## config.mk

```make
export PLATFORM = sky130hd
export DESIGN_NAME = popcount_accumulator
export DESIGN_NICKNAME = d
export VERILOG_FILES = /design/src/rtl/popcount_accumulator.sv
export SDC_FILE = /design/constraint.sdc
export NUM_CORES = 1
export LEC_CHECK = 0
export ABC_CLOCK_PERIOD_IN_PS = 3570
export CORE_ASPECT_RATIO = 0.7
export CORE_MARGIN = 1
export CORE_UTILIZATION = 40
export CTS_CLUSTER_SIZE = 25
export DETAILED_ROUTE_END_ITERATION = 12
export SYNTH_ARGS = -nofsm -noshare
export SYNTH_HDL_FRONTEND = slang
export SYNTH_SLANG_ARGS = --single-unit
```

## constraint.sdc

```tcl
create_clock -name clk -period 3.57 [get_ports clk]
set_input_delay 0.357 -clock clk [delete_from_list [all_inputs] [get_ports clk]]
set_output_delay 0.357 -clock clk [all_outputs]
set_load 0.02 [all_outputs]
```

## src/rtl/popcount_accumulator.sv

```systemverilog
// Popcount accumulator: sums per-word popcounts over a vector delimited by in_last
// and hands the sum, the word count and the bipolar dot product downstream over valid/ready.
module popcount_accumulator #(
  parameter int ACC_W = 16,
  parameter int CNT_W = 10
) (
  input  logic               clk,
  input  logic               rst,
  input  logic               in_valid,
  output logic               in_ready,
  input  logic [6:0]         in_cnt,
  input  logic               in_last,
  output logic               out_valid,
  input  logic               out_ready,
  output logic [ACC_W-1:0]   out_sum,
  output logic [CNT_W-1:0]   out_words,
  output logic [ACC_W:0]     out_dot,
  output logic               out_err
);

  localparam int DOT_W = ACC_W + 1;

  typedef enum logic {ACCUM, HOLD} state_t;

  state_t             state_q, state_d;
  logic [ACC_W-1:0]   acc_q, acc_d;
  logic [CNT_W-1:0]   words_q, words_d;
  logic               err_q, err_d;
  logic               out_valid_q, out_valid_d;
  logic [ACC_W-1:0]   out_sum_q, out_sum_d;
  logic [CNT_W-1:0]   out_words_q, out_words_d;
  logic [DOT_W-1:0]   out_dot_q, out_dot_d;
  logic               out_err_q, out_err_d;

  logic               accept;
  logic [ACC_W:0]     sum_ext;
  logic               sat_acc;
  logic               sat_words;
  logic [ACC_W-1:0]   acc_nxt;
  logic [CNT_W-1:0]   words_nxt;
  logic               err_nxt;
  logic [DOT_W-1:0]   dot_nxt;

  // In HOLD a new beat may enter only in the cycle the pending result is consumed.
  assign in_ready = (state_q == ACCUM) || out_ready;
  assign accept   = in_valid && in_ready;

  always_comb begin
    sum_ext   = {1'b0, acc_q} + (ACC_W+1)'(in_cnt);
    sat_acc   = sum_ext[ACC_W];
    acc_nxt   = sat_acc ? '1 : sum_ext[ACC_W-1:0];
    sat_words = &words_q;
    words_nxt = sat_words ? words_q : words_q + CNT_W'(1);
    err_nxt   = err_q || sat_acc || sat_words || (in_cnt > 7'd64);
    // Modular arithmetic in DOT_W bits yields the exact two's complement result.
    dot_nxt   = {acc_nxt, 1'b0} - DOT_W'({words_nxt, 6'b000000});
  end

  always_comb begin
    state_d     = state_q;
    acc_d       = acc_q;
    words_d     = words_q;
    err_d       = err_q;
    out_valid_d = out_valid_q;
    out_sum_d   = out_sum_q;
    out_words_d = out_words_q;
    out_dot_d   = out_dot_q;
    out_err_d   = out_err_q;

    if (state_q == HOLD && out_ready) begin
      out_valid_d = 1'b0;
      state_d     = ACCUM;
    end

    if (accept) begin
      if (in_last) begin
        out_sum_d   = acc_nxt;
        out_words_d = words_nxt;
        out_dot_d   = dot_nxt;
        out_err_d   = err_nxt;
        out_valid_d = 1'b1;
        state_d     = HOLD;
        acc_d       = '0;
        words_d     = '0;
        err_d       = 1'b0;
      end else begin
        acc_d   = acc_nxt;
        words_d = words_nxt;
        err_d   = err_nxt;
      end
    end
  end

  always_ff @(posedge clk) begin
    if (rst) begin
      state_q     <= ACCUM;
      acc_q       <= '0;
      words_q     <= '0;
      err_q       <= 1'b0;
      out_valid_q <= 1'b0;
      out_sum_q   <= '0;
      out_words_q <= '0;
      out_dot_q   <= '0;
      out_err_q   <= 1'b0;
    end else begin
      state_q     <= state_d;
      acc_q       <= acc_d;
      words_q     <= words_d;
      err_q       <= err_d;
      out_valid_q <= out_valid_d;
      out_sum_q   <= out_sum_d;
      out_words_q <= out_words_d;
      out_dot_q   <= out_dot_d;
      out_err_q   <= out_err_d;
    end
  end

  assign out_valid = out_valid_q;
  assign out_sum   = out_sum_q;
  assign out_words = out_words_q;
  assign out_dot   = out_dot_q;
  assign out_err   = out_err_q;

endmodule

```

# ---- After elaboration in Yosys (flattened, before gate mapping)
# Cells that the tools add are included.
dict set report op_classes {
  n_mux 11
  shifts 0
  mul 0
  addsub 3
  n_div 0
  n_eq_ne 0
  bitwise_logic 1
  magnitude_cmp 1
  reduce_logical 8
}
# operator count
set op_table {}
lappend op_table {{$mux 16} 2}
lappend op_table {{$mux 10} 2}
lappend op_table {{$add 16x7->17} 1}
lappend op_table {{$sub 17x16->17} 1}
lappend op_table {{$add 10x1->10 const B} 1}
lappend op_table {{$reduce_and 10->1} 1}
lappend op_table {{$gt 7x7->1 const B} 1}
lappend op_table {{$mux 1} 7}
lappend op_table {{$logic_or 1x1->1} 4}
lappend op_table {{$logic_and 1x1->1} 2}
lappend op_table {{$reduce_and 2->1} 1}
lappend op_table {{$not 1->1} 1}
dict set report totals {
  mem_bits_ro 0
  mem_count 0
  regBits 73
  word_cells 33
  latch_bits 0
  output_inout_bits 46
  ram_bits 0
}

# ---- Logic depth before layout (Yosys ltp)
dict set report logic_depth {
  word_depth 5
  mapped_depth 16
  depth_no_buf 16
}

# ---- Least setup slack after synthesis
# No wires, ideal clock.
dict set report synth_path {
  path_type {input to register}
  startpoint {input port in_cnt[0]}
  endpoint {register out_dot_q[16] (netlist: out_dot[16])}
  slack_ns -0.064
  arrival_time_ns 3.507
  path_buffers 0
  setup_time_ns 0.128
  path_stages 16
  cell_sequence {ha_1 > fa_1 > a211oi_2 > o211ai_2 > nand2_1 > nor2_2 > nor2_1 > ha_1 > inv_1 > fa_1 > a211oi_1 > o211ai_1 > a41oi_1 > nor4_1 > a31oi_1 > o211ai_1}
}
dict set report synth_via {
  elab_chain_cells 3
}
# element line_no
set synth_rtl {}
lappend synth_rtl {{start: declaration} 11} ;# input logic [6:0] in_cnt,
lappend synth_rtl {{$add 16x7->17} 49} ;# sum_ext = {1'b0, acc_q} + (ACC_W+1)'(in_cnt);
lappend synth_rtl {{$mux 16} 51} ;# acc_nxt = sat_acc ? '1 : sum_ext[ACC_W-1:0];
lappend synth_rtl {{$sub 17x16->17} 56} ;# dot_nxt = {acc_nxt, 1'b0} - DOT_W'({words_nxt, 6'b000000});
lappend synth_rtl {{end signal: assignment} 113} ;# out_dot_q <= out_dot_d;
lappend synth_rtl {{end: declaration} 32} ;# logic [DOT_W-1:0] out_dot_q, out_dot_d;
# Every way passes these cells.
# A chain may end at the register's enable or synchronous reset.

# ---- Final worst setup path
dict set report layout_path {
  startpoint {input port in_cnt[0]}
  endpoint {register out_dot_q[16] (netlist: out_dot[16])}
}
dict set report layout_via {
  elab_chain_cells 3
}
# element line_no
set layout_rtl {}
lappend layout_rtl {{$add 16x7->17} 49}
lappend layout_rtl {{$mux 16} 51}
lappend layout_rtl {{named net acc_nxt[7]} 39} ;# logic [ACC_W-1:0] acc_nxt;
lappend layout_rtl {{$sub 17x16->17} 56}
# The timed path passes the listed nets, and every way through them passes these cells.

==> impl_metrics.yaml <==
worst_hold_path:
  hold_class: "register to register"
pwr:
  vdd_ir_drop_max_uv: 286.8
  p_sw_share_pct: 27.36
  power.total_mw: 2.087
  internal_power_mw: 1.516
  power.leakage_nw: 2.045
  p_per_area_nw_per_um2: 403.9
  clock_power_share_pct: 41.0
  p_sw_mw: 0.5710
  power_frac_comb_pct: 20.6
  pwr-share-seq_pct: 38.4
route:
  drc: 0
  via_per_inst: 5.359
  final_antenna_net_count: 0
  drtPass1Iterations: 4
  via_count: 3671
  wirelength_mm: 10.90
  drtIter0Drc: 256
  wire_per_inst_um: 15.91
sta:
  rsz0062_at_grt: "yes"
  setup_ws_ns: 0.1634
  fin_crit_ns: 3.407
  maxSlewViolCount: 0
  slew_headroom_pct: 55.82
  post-route-period-util_pct: 95.42
  fmax_mhz: 293.5
  tightestPinTransition_ns: 0.6620
  finalHoldViolations: 0
  setup_violations: 0
  clock_skew_ns: 0.007119
clocking:
  h-tree-depth: 3
  path_clk_slew_ns: 0.05
  clock_path_buffers: 2
  cts_tree: "done"
  cts.sinks: 67
  cts_root_buf: "clkbuf_16"
  numCtsBuffers: 9
  cts_hold_buf: 0
  insertion_delay_ns: 0.34
worst_setup_path:
  cp.required_ns: 3.83
  start_kind: "primary input"
  critPathMaxFanout: 3
  slowest_stage: "clkdlybuf4s50_1"
  path_class: "primary input to register"
  crit_top_cell: "o211ai_1"
  cp.arrival_ns: 3.66
  cp_cell_sequence: "clkdlybuf4s50_1 -> ha_2 -> fa_2 -> a211oi_2 -> o211ai_2 -> nand2_1 -> nor2_2 -> or2_2 -> ha_1 -> a211oi_4 -> o211ai_1 -> a41oi_2 -> buf_4 -> nand3_1 -> o211ai_1"
  cp-end-kind: "register"
  max_stage_delay_ns: 0.45
place:
  dpl.hpwl_mm: 8.095
  pre_cts_ws_ns: -0.4386
  port_buffers: 56
  post_dp_cell_area_um2: 4776
  finalWeightedCongestion: 0.9103
synthesis:
  ys_seq_elements: 67
  synth-seq-area-share_pct: 35.95
  ys_types: 59
  syn_area_per_cell_um2: 8.236
  yosys_warnings: 0
  synth_ff_type: "dfxtp_1"
  syn-num-nets: 485
  syn_inst: 453
  synth-edff-count: 0
  syn-cell-area_um2: 3731
  async_flop_share_pct: 0
layout:
  nFillCells: 865
  layout-drive-gt1-share_pct: 21.75
  multiInputGateArea_um2: 2303
  diodes: 0
  seq_area_um2: 1341
  finalInstanceArea_um2: 5167
  area_delta_synth_final_pct: 38.50
  final_nets: 589
global_route:
  grt_pass1_wl_mm: 18.11
  first_global_vias: 3545
  grt-ovfl-total: 0
  grt_max_degree: 52
  grt_util_all_layers_pct: 23.61
  antenna_found_initial: 0
die:
  io_pins: 58
  core_um2: 9071
  placementRows: 29
  initial_core_util_pct: 41.13
  dieArea_um2: 9724
  die_x_um: 117.4
  dieHeight_um: 82.81
job:
  maxCapViolCount: 0
outcome:
  outcome: "finished clean"
==> final timing paths <==
path	cells after the start	endpoint	slack, ns	from
min reg2reg	2	out_dot[14]	0.45	out_dot[14]
max reg2reg	13	out_dot[16]	0.33	words_q[0]
min	2	out_dot[14]	0.45	out_dot[14]
max	15	out_dot[16]	0.16	in_cnt[0]
==> critical path: cells and delay by family <==
family	cells	cell delay [ns]
AO/OA/AOI/OAI	6	1.23
buffers and inverters	2	0.59
AND/OR/NAND/NOR	4	0.55
adder cells (fa/ha/maj)	3	0.93
==> per-stage QoR <==
step / cells / hold WS [ns] / util, % / TNS (ns)
after floorplan: 453 / 0.4356 / - / 0
after CTS: 682 / 0.4571 / 56.00 / 0
after global placement: 666 / 0.4408 / 52.65 / -1.725
after global routing: 685 / 0.4796 / 56.97 / -0.03720
final: 685 / 0.4527 / 56.97 / 0
after detailed placement: 666 / 0.4496 / 52.65 / -2.457
==> synth_stat cells (8+ instances only) <==
| master | instances | area share, % |
|---|---|---|
| a21oi_1 | 48 | 6.4 |
| inv_1 | 8 | 0.80 |
| nand2_1 | 51 | 5.1 |
| a22oi_1 | 11 | 2.2 |
| o21ai_0 | 28 | 3.8 |
| ha_1 | 18 | 6.0 |
| nand3_1 | 17 | 2.3 |
| a211oi_1 | 9 | 1.8 |
| clkbuf_1 | 16 | 1.6 |
| nor2_1 | 45 | 4.5 |
| nor3_1 | 15 | 2.0 |
| xnor2_1 | 14 | 3.3 |
| dfxtp_1 | 67 | 36 |
==> kinds of logic after synthesis <==
family                     after synthesis  share of synthesized area, %
adders and majority gates               20                         7.109
AOI/OAI and AO/OA                      140                         24.85
and+or+nand+nor                        164                         21.50
other                                    1                        0.1005
xor gates and xnor gates                18                         4.225
muxes                                    6                         1.744
buffers and inverters                   37                         4.527
DFF                                     67                         35.95
==> power by group through the flow <==
stage	registers (mW)	clock network, mW	logic, mW
2_1_floorplan	0.845	0	0.209
3_3_place_gp	0.815	0	0.400
3_5_place_dp	0.816	0	0.407
4_1_cts	0.801	0.875	0.413
5_1_grt	0.804	0.912	0.466
6_report	0.800	0.856	0.430
==> placed cells by master, fill, tap and decap left out, types with 4 or more instances in the layout <==
master           count
nor3_1              15
and3_1               5
mux2_2               4
xnor2_1             13
dfxtp_1             67
buf_4               66
a21oi_1             47
clkbuf_16            9
nand2b_1             5
nand2_1             51
nand3_1             17
clkdlybuf4s50_1     54
inv_1                8
xor2_1               4
o21ai_1              6
ha_1                15
a22oi_1             11
o21ai_0             26
o211ai_1             4
and2_1               5
a211oi_1             8
a21o_1               6
nor2_1              43
==> area by class of cell <==
type	count	share of cell area, %
Multi-Input combinational cell	349	44.58
Sequential cell	67	25.96
Timing Repair Buffer	122	20.39
Clock buffer	10	4.431
Tap cell	124	3.002
Clock inverter	5	1.065
Inverter	8	0.5811
==> timing repair <==
item / CTS / global route
hold endpoints to repair: 0 / 0
endpoints found under the setup margin: 4 / 7
buffers inserted: 1 / 3
gates resized for setup: 4 / 12
pin swaps: 3 / 9
==> routing by layer <==
layer / global-route usage (%) / share of wire [%] / up-vias
met2: 34.91 / 42 / 84
met4: 7.556 / 1.6 / 0
met1: 33.68 / 51 / 1743
met3: 5.495 / 4.9 / 16
li1: - / - / 1828
met5: 0 / 0 / -
==> sequential cells by signal, indices dropped and copies added, names as in the netlist <==
signal and cells:
acc_q 16, err_q 1, out_sum 16, out_dot 11, out_words 10, out_err 1
out_valid 1, words_q 10, state_q 1
Note: power is estimated with default switching activity, not from simulation.
